File: src/rtl/mips_pipe_pkg.sv
// Shared pipeline definitions for the 5-stage MIPS core: default field widths,
// control-bit positions and the packed payload width helper.
package mips_pipe_pkg;

    localparam int DATA_W = 32;
    localparam int ADDR_W = 32;
    localparam int REG_W  = 5;
    localparam int CTRL_W = 5;

    localparam int CTRL_BRANCH   = 4;
    localparam int CTRL_MEMREAD  = 3;
    localparam int CTRL_MEMWRITE = 2;
    localparam int CTRL_MEMTOREG = 1;
    localparam int CTRL_REGWRITE = 0;

    localparam int PAYLOAD_W = 1 + 2*DATA_W + ADDR_W + 2*REG_W + CTRL_W;

    function automatic int payload_width(input int dw, input int aw, input int rw, input int cw);
        return 1 + 2*dw + aw + 2*rw + cw;
    endfunction

endpackage

File: src/rtl/pipe_skid_buf.sv
// Generic 2-entry skid buffer: a main register driving the outputs plus a skid
// register that absorbs one bundle of backpressure, so in_ready_o is registered.
module pipe_skid_buf #(
    parameter int W = 8
) (
    input  logic         clk,
    input  logic         rst,
    input  logic         flush_i,
    input  logic         in_valid_i,
    output logic         in_ready_o,
    input  logic [W-1:0] in_data_i,
    output logic         out_valid_o,
    input  logic         out_ready_i,
    output logic [W-1:0] out_data_o
);

    logic [W-1:0] main_q, main_d;
    logic [W-1:0] skid_q, skid_d;
    logic         main_valid_q, main_valid_d;
    logic         skid_valid_q, skid_valid_d;
    logic         ready_q;
    logic         accept, retire, main_free;

    assign accept    = in_valid_i & ready_q;
    assign retire    = main_valid_q & out_ready_i;
    assign main_free = ~main_valid_q | retire;

    always_comb begin
        // NOTE: every next-state signal gets a default first, so no path leaves one unassigned (no latch).
        main_d       = main_q;
        skid_d       = skid_q;
        main_valid_d = main_valid_q & ~retire;
        skid_valid_d = skid_valid_q;

        if (main_free) begin
            if (skid_valid_q) begin
                // The skid entry is older than anything on the input, so it goes first.
                main_d       = skid_q;
                main_valid_d = 1'b1;
                skid_valid_d = 1'b0;
            end else if (accept) begin
                main_d       = in_data_i;
                main_valid_d = 1'b1;
            end
        end else if (accept) begin
            skid_d       = in_data_i;
            skid_valid_d = 1'b1;
        end

        if (flush_i) begin
            main_valid_d = 1'b0;
            skid_valid_d = 1'b0;
        end
    end

    always_ff @(posedge clk) begin
        // NOTE: state registers use non-blocking assignments so all of them update together at the edge.
        if (rst) begin
            // NOTE: payload registers are cleared as well, so the data outputs read 0 rather than X after reset.
            main_q       <= '0;
            skid_q       <= '0;
            main_valid_q <= 1'b0;
            skid_valid_q <= 1'b0;
            ready_q      <= 1'b1;
        end else begin
            main_q       <= main_d;
            skid_q       <= skid_d;
            main_valid_q <= main_valid_d;
            skid_valid_q <= skid_valid_d;
            ready_q      <= ~skid_valid_d;
        end
    end

    assign in_ready_o  = ready_q;
    assign out_valid_o = main_valid_q;
    assign out_data_o  = main_q;

endmodule

File: src/rtl/ex_mem_pipe_stage.sv
// EX->MEM pipeline register with valid/ready handshake, skid buffering and flush.
// Control bits and the branch decision are suppressed whenever the stage holds a bubble.
module ex_mem_pipe_stage #(
    parameter int DATA_W = mips_pipe_pkg::DATA_W,
    parameter int ADDR_W = mips_pipe_pkg::ADDR_W,
    parameter int REG_W  = mips_pipe_pkg::REG_W,
    parameter int CTRL_W = mips_pipe_pkg::CTRL_W
) (
    input  logic              clk,
    input  logic              rst,
    input  logic              flush,
    input  logic              ex_valid,
    output logic              ex_ready,
    input  logic              ex_zero,
    input  logic [DATA_W-1:0] ex_alu_result,
    input  logic [DATA_W-1:0] ex_store_data,
    input  logic [REG_W-1:0]  ex_rt,
    input  logic [ADDR_W-1:0] ex_branch_addr,
    input  logic [REG_W-1:0]  ex_reg_dest,
    input  logic [CTRL_W-1:0] ex_ctrl,
    output logic              mem_valid,
    input  logic              mem_ready,
    output logic              mem_zero,
    output logic [DATA_W-1:0] mem_alu_result,
    output logic [DATA_W-1:0] mem_store_data,
    output logic [REG_W-1:0]  mem_rt,
    output logic [ADDR_W-1:0] mem_branch_addr,
    output logic [REG_W-1:0]  mem_reg_dest,
    output logic [CTRL_W-1:0] mem_ctrl,
    output logic              mem_pc_src
);

    import mips_pipe_pkg::*;

    localparam int PW = payload_width(DATA_W, ADDR_W, REG_W, CTRL_W);

    logic [PW-1:0]     in_payload, out_payload;
    logic [CTRL_W-1:0] ctrl_raw;

    assign in_payload = {ex_zero, ex_alu_result, ex_store_data, ex_rt,
                         ex_branch_addr, ex_reg_dest, ex_ctrl};

    pipe_skid_buf #(.W(PW)) u_skid (
        .clk         (clk),
        .rst         (rst),
        .flush_i     (flush),
        .in_valid_i  (ex_valid),
        .in_ready_o  (ex_ready),
        .in_data_i   (in_payload),
        .out_valid_o (mem_valid),
        .out_ready_i (mem_ready),
        .out_data_o  (out_payload)
    );

    assign {mem_zero, mem_alu_result, mem_store_data, mem_rt,
            mem_branch_addr, mem_reg_dest, ctrl_raw} = out_payload;

    assign mem_ctrl   = mem_valid ? ctrl_raw : '0;
    assign mem_pc_src = mem_valid & ctrl_raw[CTRL_BRANCH] & mem_zero;

endmodule

File: config.mk
export PLATFORM = sky130hd
export DESIGN_NAME = ex_mem_pipe_stage
export DESIGN_NICKNAME = d
export VERILOG_FILES = /design/src/rtl/mips_pipe_pkg.sv /design/src/rtl/pipe_skid_buf.sv /design/src/rtl/ex_mem_pipe_stage.sv
export SDC_FILE = /design/constraint.sdc
export NUM_CORES = 1
export LEC_CHECK = 0
export BUFFER_PORTS_ARGS = -buffer_cell sky130_fd_sc_hd__buf_2
export CORE_UTILIZATION = 24
export DETAILED_ROUTE_END_ITERATION = 8
export GPL_ROUTABILITY_DRIVEN = 0
export SLEW_MARGIN = 15
export SYNTH_ARGS = -nofsm -noshare
export SYNTH_HDL_FRONTEND = slang
export SYNTH_SLANG_ARGS = --single-unit
export TNS_END_PERCENT = 30
File: constraint.sdc
create_clock -name clk -period 2.74 [get_ports clk]
set_input_delay 0.411 -clock clk [delete_from_list [all_inputs] [get_ports clk]]
set_output_delay 0.411 -clock clk [all_outputs]
set_load 0.05 [all_outputs]
==> results.sh, run 1 <==
export IMPL_outcome="finished, final reports clean"
export IMPL_power_density_nw_per_um2=714
export IMPL_path_max_fanout=10
export IMPL_slew_headroom=0.404
export IMPL_finalHoldViolCount=0
export IMPL_diodes=0
export IMPL_post_cts_buffers=0
export IMPL_synthesis_nets=1238
export IMPL_cts_buffers_inserted=28
export IMPL_clk_pin_slew_worst_paths_ns=0.05
export IMPL_drt_iter0_markers=402
export IMPL_setup_viol=0
export IMPL_rsz0062_at_grt="no"
export IMPL_cp_start_kind="flip-flop"
export IMPL_synth_most_common_cell="dfxtp_1"
export IMPL_cap_violations=0
export IMPL_synth_area_um2=10300
export IMPL_grt_pass1_wl_um=44000
export IMPL_avgSynthCellArea_um2=9.15
export IMPL_wl_um=28100
export IMPL_worstPathArrival_ns=1.67
export IMPL_root_buffer="clkbuf_16"
export IMPL_syn_to_final_growth_pct=17.1
export IMPL_drc=0
export IMPL_synthFlopType="dfxtp_1"
export IMPL_hp_class="in -> reg"
export IMPL_io_buffers=231
export IMPL_synth_top_area_frac=0.443
export IMPL_core_area_um2=42000
export IMPL_tns_ns=0
export IMPL_cp_data_required_time_ns=2.33
export IMPL_timing_reg2reg_setup_slack_ns=0.89
export IMPL_io_pins=232
export IMPL_htree_levels=1
export IMPL_max_freq_mhz=481
export IMPL_synth_top_area_cell="dfxtp_1"
export IMPL_grt_start_max_net_pins=114
export IMPL_timing_final_max_slew_violations=0
export IMPL_nets=1307
export IMPL_yosys_top_cells_area="dfxtp_1, a21oi_1, mux2i_1"
export IMPL_overflow=0
export IMPL_track_usage=0.125
export IMPL_viasPerCell=4.57
export IMPL_r2r_cells=4
export IMPL_antenna_found_initial=4
export IMPL_syn_inst=1121
export IMPL_yosysSeqAreaShare=0.443
export IMPL_synth_commonest_cells="dfxtp_1, a21oi_1, nand2_1, mux2i_1, buf_4"
export IMPL_dr_pass1_iters=4
export IMPL_cp_end_kind="output port"
export IMPL_synthArstFlopShare=0
export IMPL_fp_dieW_um=209
export IMPL_cts_hold_fix_buffers=0
export IMPL_antenna_left=0
export IMPL_cts_resized=0
export IMPL_hold_end="u_skid.out_valid_o"
export IMPL_cts_tree="done"
export IMPL_max_slew_worst_pin_slew_ns=0.894
export IMPL_die_h_um=209
export IMPL_placementRows=75
export IMPL_dieArea_um2=43600
export IMPL_cts_buffer_depth=3
export IMPL_synth_cell_type_count=19
export IMPL_via_count=7984
export IMPL_crit_chain="and2_1, buf_2"
export IMPL_hp_start="flush"
export IMPL_worst_path_largest_cell_delay_ns=0.64
export IMPL_crit_path_top_delay_cell="dfxtp_1"
export IMPL_crit_type="reg -> out"
export IMPL_dp_hpwl_um=16700
export IMPL_initial_core_util=0.244
export IMPL_grt_pass1_vias=7977
export IMPL_whs_ns=0.0681
export IMPL_clock_latency_ns=0.54
export IMPL_r2r_end="u_skid.out_data_o[110]"
export IMPL_peakVddDrop_uv=465
export IMPL_finalClockSkew_ns=0.00856
export IMPL_layout_drive_gt1_share=0.310
export IMPL_ys_ff_latch=227
export IMPL_min_delay_path_depth=2
export IMPL_worstReg2RegStart="u_skid.out_valid_o"
export IMPL_min_period_over_period=0.759
export IMPL_leakagePower_nw=4.30
export IMPL_synth_edf_count=0
export IMPL_ys_warnings_count=0
export IMPL_clock_sinks=227
export IMPL_min_period_ns=2.08
export IMPL_routedWlPerCell_um=16.1
## critical path, delay by kind of cell (launching register included)
family / cells / cell delay (ns)
DFF: 1 / 0.64
and+or+nand+nor: 1 / 0.20
buffers and inverters: 1 / 0.28
## cell usage in the layout (no fill, tap or decap), drive strengths merged, types with 2 or more instances in the layout
master / count
clkbuf: 35
clkinv: 5
clkinvlp: 3
a211oi: 113
inv: 2
dfxtp: 227
bufinv: 4
and2: 6
buf: 246
mux2i: 112
a21oi: 225
nand2: 224
## flip-flops by register name, indices dropped and copies added (netlist names)
| signal | count |
|---|---|
| u_skid.out_data_o | 112 |
| u_skid.skid_q | 112 |
| u_skid.in_ready_o | 1 |
| u_skid.out_valid_o | 1 |
| u_skid.skid_valid_q | 1 |
## per-layer routing
metal | track usage | part of all wire
met1 | 0.156 | 0.44
met2 | 0.213 | 0.48
met3 | 0.0322 | 0.058
met4 | 0.0347 | 0.020
met5 | 0 | 0.0020
## through the flow
step / utilization / area (um2) / power (mW) / instances / worst slack [ns]
2_1_floorplan: - / 10300 / 4.65 / 1121 / 1.02
3_3_place_gp: 0.263 / 11100 / 4.83 / 1699 / 0.829
3_5_place_dp: 0.263 / 11100 / 4.85 / 1699 / 0.788
4_1_cts: 0.286 / 12000 / 8.72 / 1747 / 0.540
5_1_grt: 0.286 / 12000 / 8.92 / 1747 / 0.541
6_report: 0.286 / 12000 / 8.57 / 1747 / 0.661
## where the power goes
group          switching, mW  internal, mW
Clock                   1.45          2.35
Combinational          0.873         0.349
Sequential            0.0897          3.46
## final cells by class
type	instances	area, um2
multi-input cells	686	4440
well taps	539	674
inverters	1	3.75
flip-flops and latches	227	4550
clock inverters	13	176
repair buffers	246	1390
clock buffers	35	768
fillers	4482	30000
## worst max path at each step
| stage | startpoint | end | slack, ns | cells after the start |
|---|---|---|---|---|
| 2_1_floorplan | u_skid.out_valid_o | u_skid.out_data_o[33] | 1.02 | 7 |
| 3_3_place_gp | ex_valid | u_skid.out_data_o[17] | 0.83 | 5 |
| 3_5_place_dp | u_skid.out_valid_o | u_skid.out_data_o[13] | 0.79 | 4 |
| 4_1_cts | u_skid.out_valid_o | mem_ctrl[0] | 0.54 | 2 |
| 5_1_grt | u_skid.out_valid_o | mem_ctrl[1] | 0.54 | 2 |
| 6_report | u_skid.out_valid_o | mem_ctrl[0] | 0.66 | 2 |
## kinds of logic after synthesis
group	after synthesis	share of synthesized area
flops	227	0.443
buf+inv	208	0.126
compound gates	339	0.232
simple gates	235	0.0893
mux	112	0.109
Note: power is estimated with default switching activity, not from simulation.
==> run 2, diff against run 1 <==
==> constraint.sdc (replaced) <==
create_clock -name clk -period 2.2 [get_ports clk]
set_input_delay 0.33 -clock clk [delete_from_list [all_inputs] [get_ports clk]]
set_output_delay 0.33 -clock clk [all_outputs]
set_load 0.05 [all_outputs]
==> results.sh, run 2 (synthesized netlist as in run 1, its figures left out) <==
export IMPL_overflow=0
export IMPL_min_period_over_period=0.923
export IMPL_drc=0
export IMPL_outcome="finished, final reports clean"
export IMPL_finalClockSkew_ns=0.0279
export IMPL_clk_pin_slew_worst_paths_ns=0.06
export IMPL_dp_hpwl_um=16500
export IMPL_hp_start="ex_rt[1]"
export IMPL_placementRows=75
export IMPL_max_freq_mhz=493
export IMPL_grt_start_max_net_pins=115
export IMPL_cp_end_kind="output port"
export IMPL_initial_core_util=0.244
export IMPL_wl_um=28600
export IMPL_syn_to_final_growth_pct=21.1
export IMPL_dr_pass1_iters=4
export IMPL_routedWlPerCell_um=15.9
export IMPL_fill_cells=4391
export IMPL_final_cell_mix="buf_2, dfxtp_1, a21oi_1"
export IMPL_dp_cells=1706
export IMPL_cts_tree="done"
export IMPL_p_int_mw=7.50
export IMPL_cts_buffer_depth=3
export IMPL_grt_pass1_vias=8037
export IMPL_grt_pass1_wl_um=44100
export IMPL_min_period_ns=2.03
export IMPL_nets=1353
export IMPL_worstPathArrival_ns=1.70
export IMPL_cp_data_required_time_ns=1.87
export IMPL_crit_start="u_skid.out_valid_o"
export IMPL_seqPwrFrac=0.418
export IMPL_antenna_left=0
export IMPL_leakagePower_nw=4.50
export IMPL_worstReg2RegStart="u_skid.out_valid_o"
export IMPL_slew_headroom=0.408
export IMPL_root_buffer="clkbuf_16"
export IMPL_peakVddDrop_uv=524
export IMPL_fp_dieW_um=209
export IMPL_die_h_um=209
export IMPL_drt_iter0_markers=405
export IMPL_clock_latency_ns=0.56
export IMPL_clock_sinks=227
export IMPL_io_pins=232
export IMPL_power_switching_mw=3.06
export IMPL_switching_share=0.290
export IMPL_tns_ns=0
export IMPL_cp_start_kind="flip-flop"
export IMPL_timing_final_max_slew_violations=0
export IMPL_track_usage=0.125
export IMPL_finalHoldViolCount=0
export IMPL_power_density_nw_per_um2=850
export IMPL_crit_type="reg -> out"
export IMPL_multi_input_area_um2=4440
export IMPL_cts_buffers_inserted=28
export IMPL_regArea_um2=4550
export IMPL_core_area_um2=42000
export IMPL_layout_drive_gt1_share=0.304
export IMPL_finalNonFillerCells=1799
export IMPL_antenna_found_initial=5
export IMPL_rsz0062_at_grt="no"
export IMPL_post_cts_buffers=0
export IMPL_dieArea_um2=43600
export IMPL_hp_class="in -> reg"
export IMPL_p_comb_frac=0.151
export IMPL_viasPerCell=4.55
export IMPL_max_slew_worst_pin_slew_ns=0.888
export IMPL_io_buffers=231
export IMPL_pwr_share_clk=0.431
export IMPL_cap_violations=0
export IMPL_setup_viol=0
export IMPL_path_max_fanout=10
export IMPL_htree_levels=1
export IMPL_via_count=8188
export IMPL_final_common_cell="buf_2"
run 2: cell count changes in the layout (fill, tap and decap cells not counted), moves of 2 or more:
cell	change
buf_4	+7
bufinv_16	-3
clkbuf_1	+4
clkbuf_8	+3
clkinvlp_4	-2
diode_2	+2
dlygate4sd3_1	+39
run 2: worst paths after layout:
check                           end  cells after the start  slack [ns]
setup reg to reg  u_skid.skid_q[93]                      4        0.42
hold / removal    u_skid.skid_q[43]                      3        0.03
setup / recovery        mem_ctrl[0]                      2        0.17
hold reg to reg   u_skid.skid_q[18]                      2        0.45
run 2: repair_timing:
item                                   4_1_cts  5_1_grt
hold buffers                                39        0
gates resized for setup                      0        0
endpoints found under the hold margin       41        0
run 2: power by group through the flow:
stage | Clock, mW | Combinational (mW) | Sequential (mW)
finish | 4.55 | 1.59 | 4.41
global placement | 0 | 1.53 | 4.50
global route | 4.87 | 1.69 | 4.43
floorplan | 0 | 1.32 | 4.47
detailed placement | 0 | 1.55 | 4.50
CTS | 4.71 | 1.61 | 4.41
run 2: critical path: stages, from the launching register on:
cell	delay (ns)
dfxtp_1	0.65
and2_1	0.19
buf_2	0.29
run 2: metrics by stage:
stage / setup slack, ns / instance area, um2 / total power [mW] / utilization / hold WS [ns]
after global routing: 0.0568 / 12400 / 11.0 / 0.295 / 0.0124
after CTS: 0.0812 / 12400 / 10.7 / 0.295 / 0.000431
after detailed placement: 0.375 / 11100 / 6.05 / 0.264 / 0.446
final: 0.170 / 12400 / 10.6 / 0.295 / 0.0257
after global placement: 0.428 / 11100 / 6.03 / 0.264 / 0.441
after floorplan: 0.480 / 10300 / 5.80 / - / 0.408
run 2: final cells by class:
type	count	share of cell area
clock inverter	10	0.00705
inverter	1	0.000302
sequential	227	0.366
antenna	2	0.000403
clock buffer	42	0.0664
timing repair buffer	292	0.148
multi-input combinational	686	0.358
tap	539	0.0543
run 2: per-layer routing:
layer | vias up | global-route usage | part of all wire
met1 | 3901 | 0.151 | 0.43
met3 | 50 | 0.0323 | 0.064
met5 | - | 0 | 0.0010
met2 | 211 | 0.213 | 0.47
li1 | 4020 | - | -
met4 | 6 | 0.0467 | 0.029
==> run 3, diff against run 2 <==
--- a/config.mk
+++ b/config.mk
@@ -9,6 +9,7 @@
 export CORE_UTILIZATION = 24
 export DETAILED_ROUTE_END_ITERATION = 8
 export GPL_ROUTABILITY_DRIVEN = 0
+export REMOVE_ABC_BUFFERS = 1
 export SLEW_MARGIN = 15
 export SYNTH_ARGS = -nofsm -noshare
 export SYNTH_HDL_FRONTEND = slang
==> constraint.sdc (replaced) <==
create_clock -name clk -period 1.7 [get_ports clk]
set_input_delay 0.255 -clock clk [delete_from_list [all_inputs] [get_ports clk]]
set_output_delay 0.255 -clock clk [all_outputs]
set_load 0.05 [all_outputs]
==> results.sh, run 3 (synthesized netlist as in run 1, its figures left out) <==
export IMPL_outcome="finished, final reports clean"
export IMPL_root_buffer="clkbuf_16"
export IMPL_rsz0062_at_grt="no"
export IMPL_peakVddDrop_uv=704
export IMPL_final_common_cell="buf_2"
export IMPL_clock_sinks=227
export IMPL_drc=0
export IMPL_htree_levels=1
export IMPL_endpoint="mem_ctrl[1]"
export IMPL_crit_path_top_delay_cell="dfxtp_4"
export IMPL_diodes=0
export IMPL_overflow=0
export IMPL_worst_path_largest_cell_delay_ns=0.37
export IMPL_top_usage_layer="met2"
export IMPL_finalHoldViolCount=0
export IMPL_dr_pass1_iters=5
export IMPL_crit_type="reg -> out"
export IMPL_setup_viol=0
export IMPL_io_pins=232
export IMPL_slew_headroom=0.628
export IMPL_min_delay_path_depth=3
export IMPL_min_period_over_period=0.949
export IMPL_dp_hpwl_um=17200
export IMPL_clk_pin_slew_worst_paths_ns=0.06
export IMPL_crit_chain="buf_6, and2_1, buf_6"
export IMPL_cp_start_kind="flip-flop"
export IMPL_min_period_ns=1.61
export IMPL_fin_area_um2=13300
export IMPL_layout_drive_gt1_share=0.291
export IMPL_cp_common_cell="buf_6"
export IMPL_core_area_um2=42000
export IMPL_worstReg2RegStart="u_skid.out_valid_o"
export IMPL_finalNonFillerCells=1871
export IMPL_final_cell_mix="buf_2, a21oi_1, dfxtp_1"
export IMPL_use_met1=0.157
export IMPL_via_count=8576
export IMPL_dieArea_um2=43600
export IMPL_viasPerCell=4.58
export IMPL_io_buffers=231
export IMPL_seqPwrFrac=0.420
export IMPL_drt_iter0_markers=467
export IMPL_max_slew_worst_pin_slew_ns=0.559
export IMPL_hp_class="in -> reg"
export IMPL_placed_area_um2=11300
export IMPL_cts_buffers_inserted=26
export IMPL_nets=1436
export IMPL_clock_latency_ns=0.54
export IMPL_track_usage=0.129
export IMPL_p_comb_frac=0.165
export IMPL_dp_cells=1715
export IMPL_grt_start_max_net_pins=88
export IMPL_wl_um=28700
export IMPL_cts_tree="done"
export IMPL_cts_buffer_depth=3
export IMPL_timing_reg2reg_setup_slack_ns=0.12
export IMPL_die_h_um=209
export IMPL_worstPathArrival_ns=1.36
export IMPL_crit_start="u_skid.out_valid_o"
export IMPL_antenna_found_initial=0
export IMPL_syn_to_final_growth_pct=29.5
export IMPL_cp_end_kind="output port"
export IMPL_switching_share=0.280
export IMPL_grtUsageMet3=0.0281
export IMPL_cp_data_required_time_ns=1.44
export IMPL_p_int_mw=9.76
export IMPL_power_switching_mw=3.79
export IMPL_fp_dieW_um=209
export IMPL_grt_pass1_wl_um=46000
export IMPL_placementRows=75
export IMPL_timing_final_max_slew_violations=0
export IMPL_grt_pass1_vias=8675
export IMPL_path_max_fanout=5
export IMPL_r2r_cells=5
export IMPL_antenna_left=0
export IMPL_r2r_end="u_skid.out_data_o[7]"
export IMPL_leakagePower_nw=4.85
export IMPL_pwr_share_clk=0.415
export IMPL_cap_violations=0
export IMPL_max_freq_mhz=620
export IMPL_routedWlPerCell_um=15.3
export IMPL_initial_core_util=0.244
export IMPL_finalClockSkew_ns=0.00823
export IMPL_use_met2=0.225
export IMPL_power_density_nw_per_um2=1020
==> run 3: changes by cell type in the layout (fill, tap and decap cells not counted), moves of 2 or more <==
| cell | previous run | this run |
|---|---|---|
| buf_4 | 13 | 17 |
| buf_2 | 230 | 226 |
| bufinv_16 | 1 | 3 |
| buf_12 | 9 | 15 |
| clkbuf_16 | 29 | 27 |
| buf_6 | 0 | 5 |
| diode_2 | 2 | 0 |
| clkinv_2 | 6 | 4 |
| dlygate4sd3_1 | 39 | 113 |
| clkbuf_1 | 8 | 3 |
==> run 3: how the worst min path moves through the flow <==
stage	from	slack [ns]	to
finish	ex_valid	0.16	u_skid.skid_valid_q
global route	ex_valid	0.15	u_skid.skid_valid_q
CTS	ex_valid	0.11	u_skid.skid_valid_q
detailed placement	u_skid.skid_q[48]	0.45	u_skid.skid_q[48]
global placement	u_skid.skid_q[87]	0.44	u_skid.skid_q[87]
floorplan	rst	0.32	u_skid.out_data_o[100]
==> run 3: per-layer routing <==
metal  up-vias  wire length, um
met4         0              531
met1      4118            12500
met3        35             1660
li1       4182                -
met2       241            13900
met5         -                0
==> run 3: power by group through the flow <==
stage / Sequential, mW / Combinational, mW / Clock (mW)
after global routing: 5.72 / 2.38 / 6.03
after detailed placement: 5.81 / 2.03 / 0
after floorplan: 6.50 / 0.606 / 0
final: 5.69 / 2.24 / 5.63
after global placement: 5.80 / 1.99 / 0
after CTS: 5.69 / 2.25 / 5.81
==> run 3: cell type report <==
class | instances | area (um2)
Clock buffer | 33 | 728
Clock inverter | 8 | 118
Multi-Input combinational cell | 686 | 4440
Timing Repair Buffer | 377 | 2760
Inverter | 1 | 3.75
Fill cell | 4288 | 28800
Sequential cell | 227 | 4550
Tap cell | 539 | 674
==> run 3: through the flow <==
stage | hold WS (ns) | total power [mW] | utilization | setup TNS [ns] | setup WS [ns]
3_3_place_gp | 0.441 | 7.79 | 0.268 | 0 | 0.139
6_report | 0.159 | 13.6 | 0.316 | 0 | 0.0868
2_1_floorplan | 0.320 | 7.11 | - | -1076.53 | -7.47
4_1_cts | 0.113 | 13.8 | 0.316 | 0 | 0.00268
3_5_place_dp | 0.446 | 7.84 | 0.268 | 0 | 0.128
5_1_grt | 0.152 | 14.1 | 0.316 | 0 | 0.0114
==> run 3: critical path, delay by kind of cell, from the launching register on <==
family                 cells  cell delay [ns]
buffers and inverters      2             0.29
flip-flops                 1             0.37
AND/OR/NAND/NOR            1             0.16
==> run 3: timing repair <==
item | CTS | global route
buffers inserted | 2 | 0
setup endpoints to repair | 7 | 4
gates resized for setup | 8 | 3
hold buffers | 113 | 0
endpoints found under the hold margin | 115 | 0
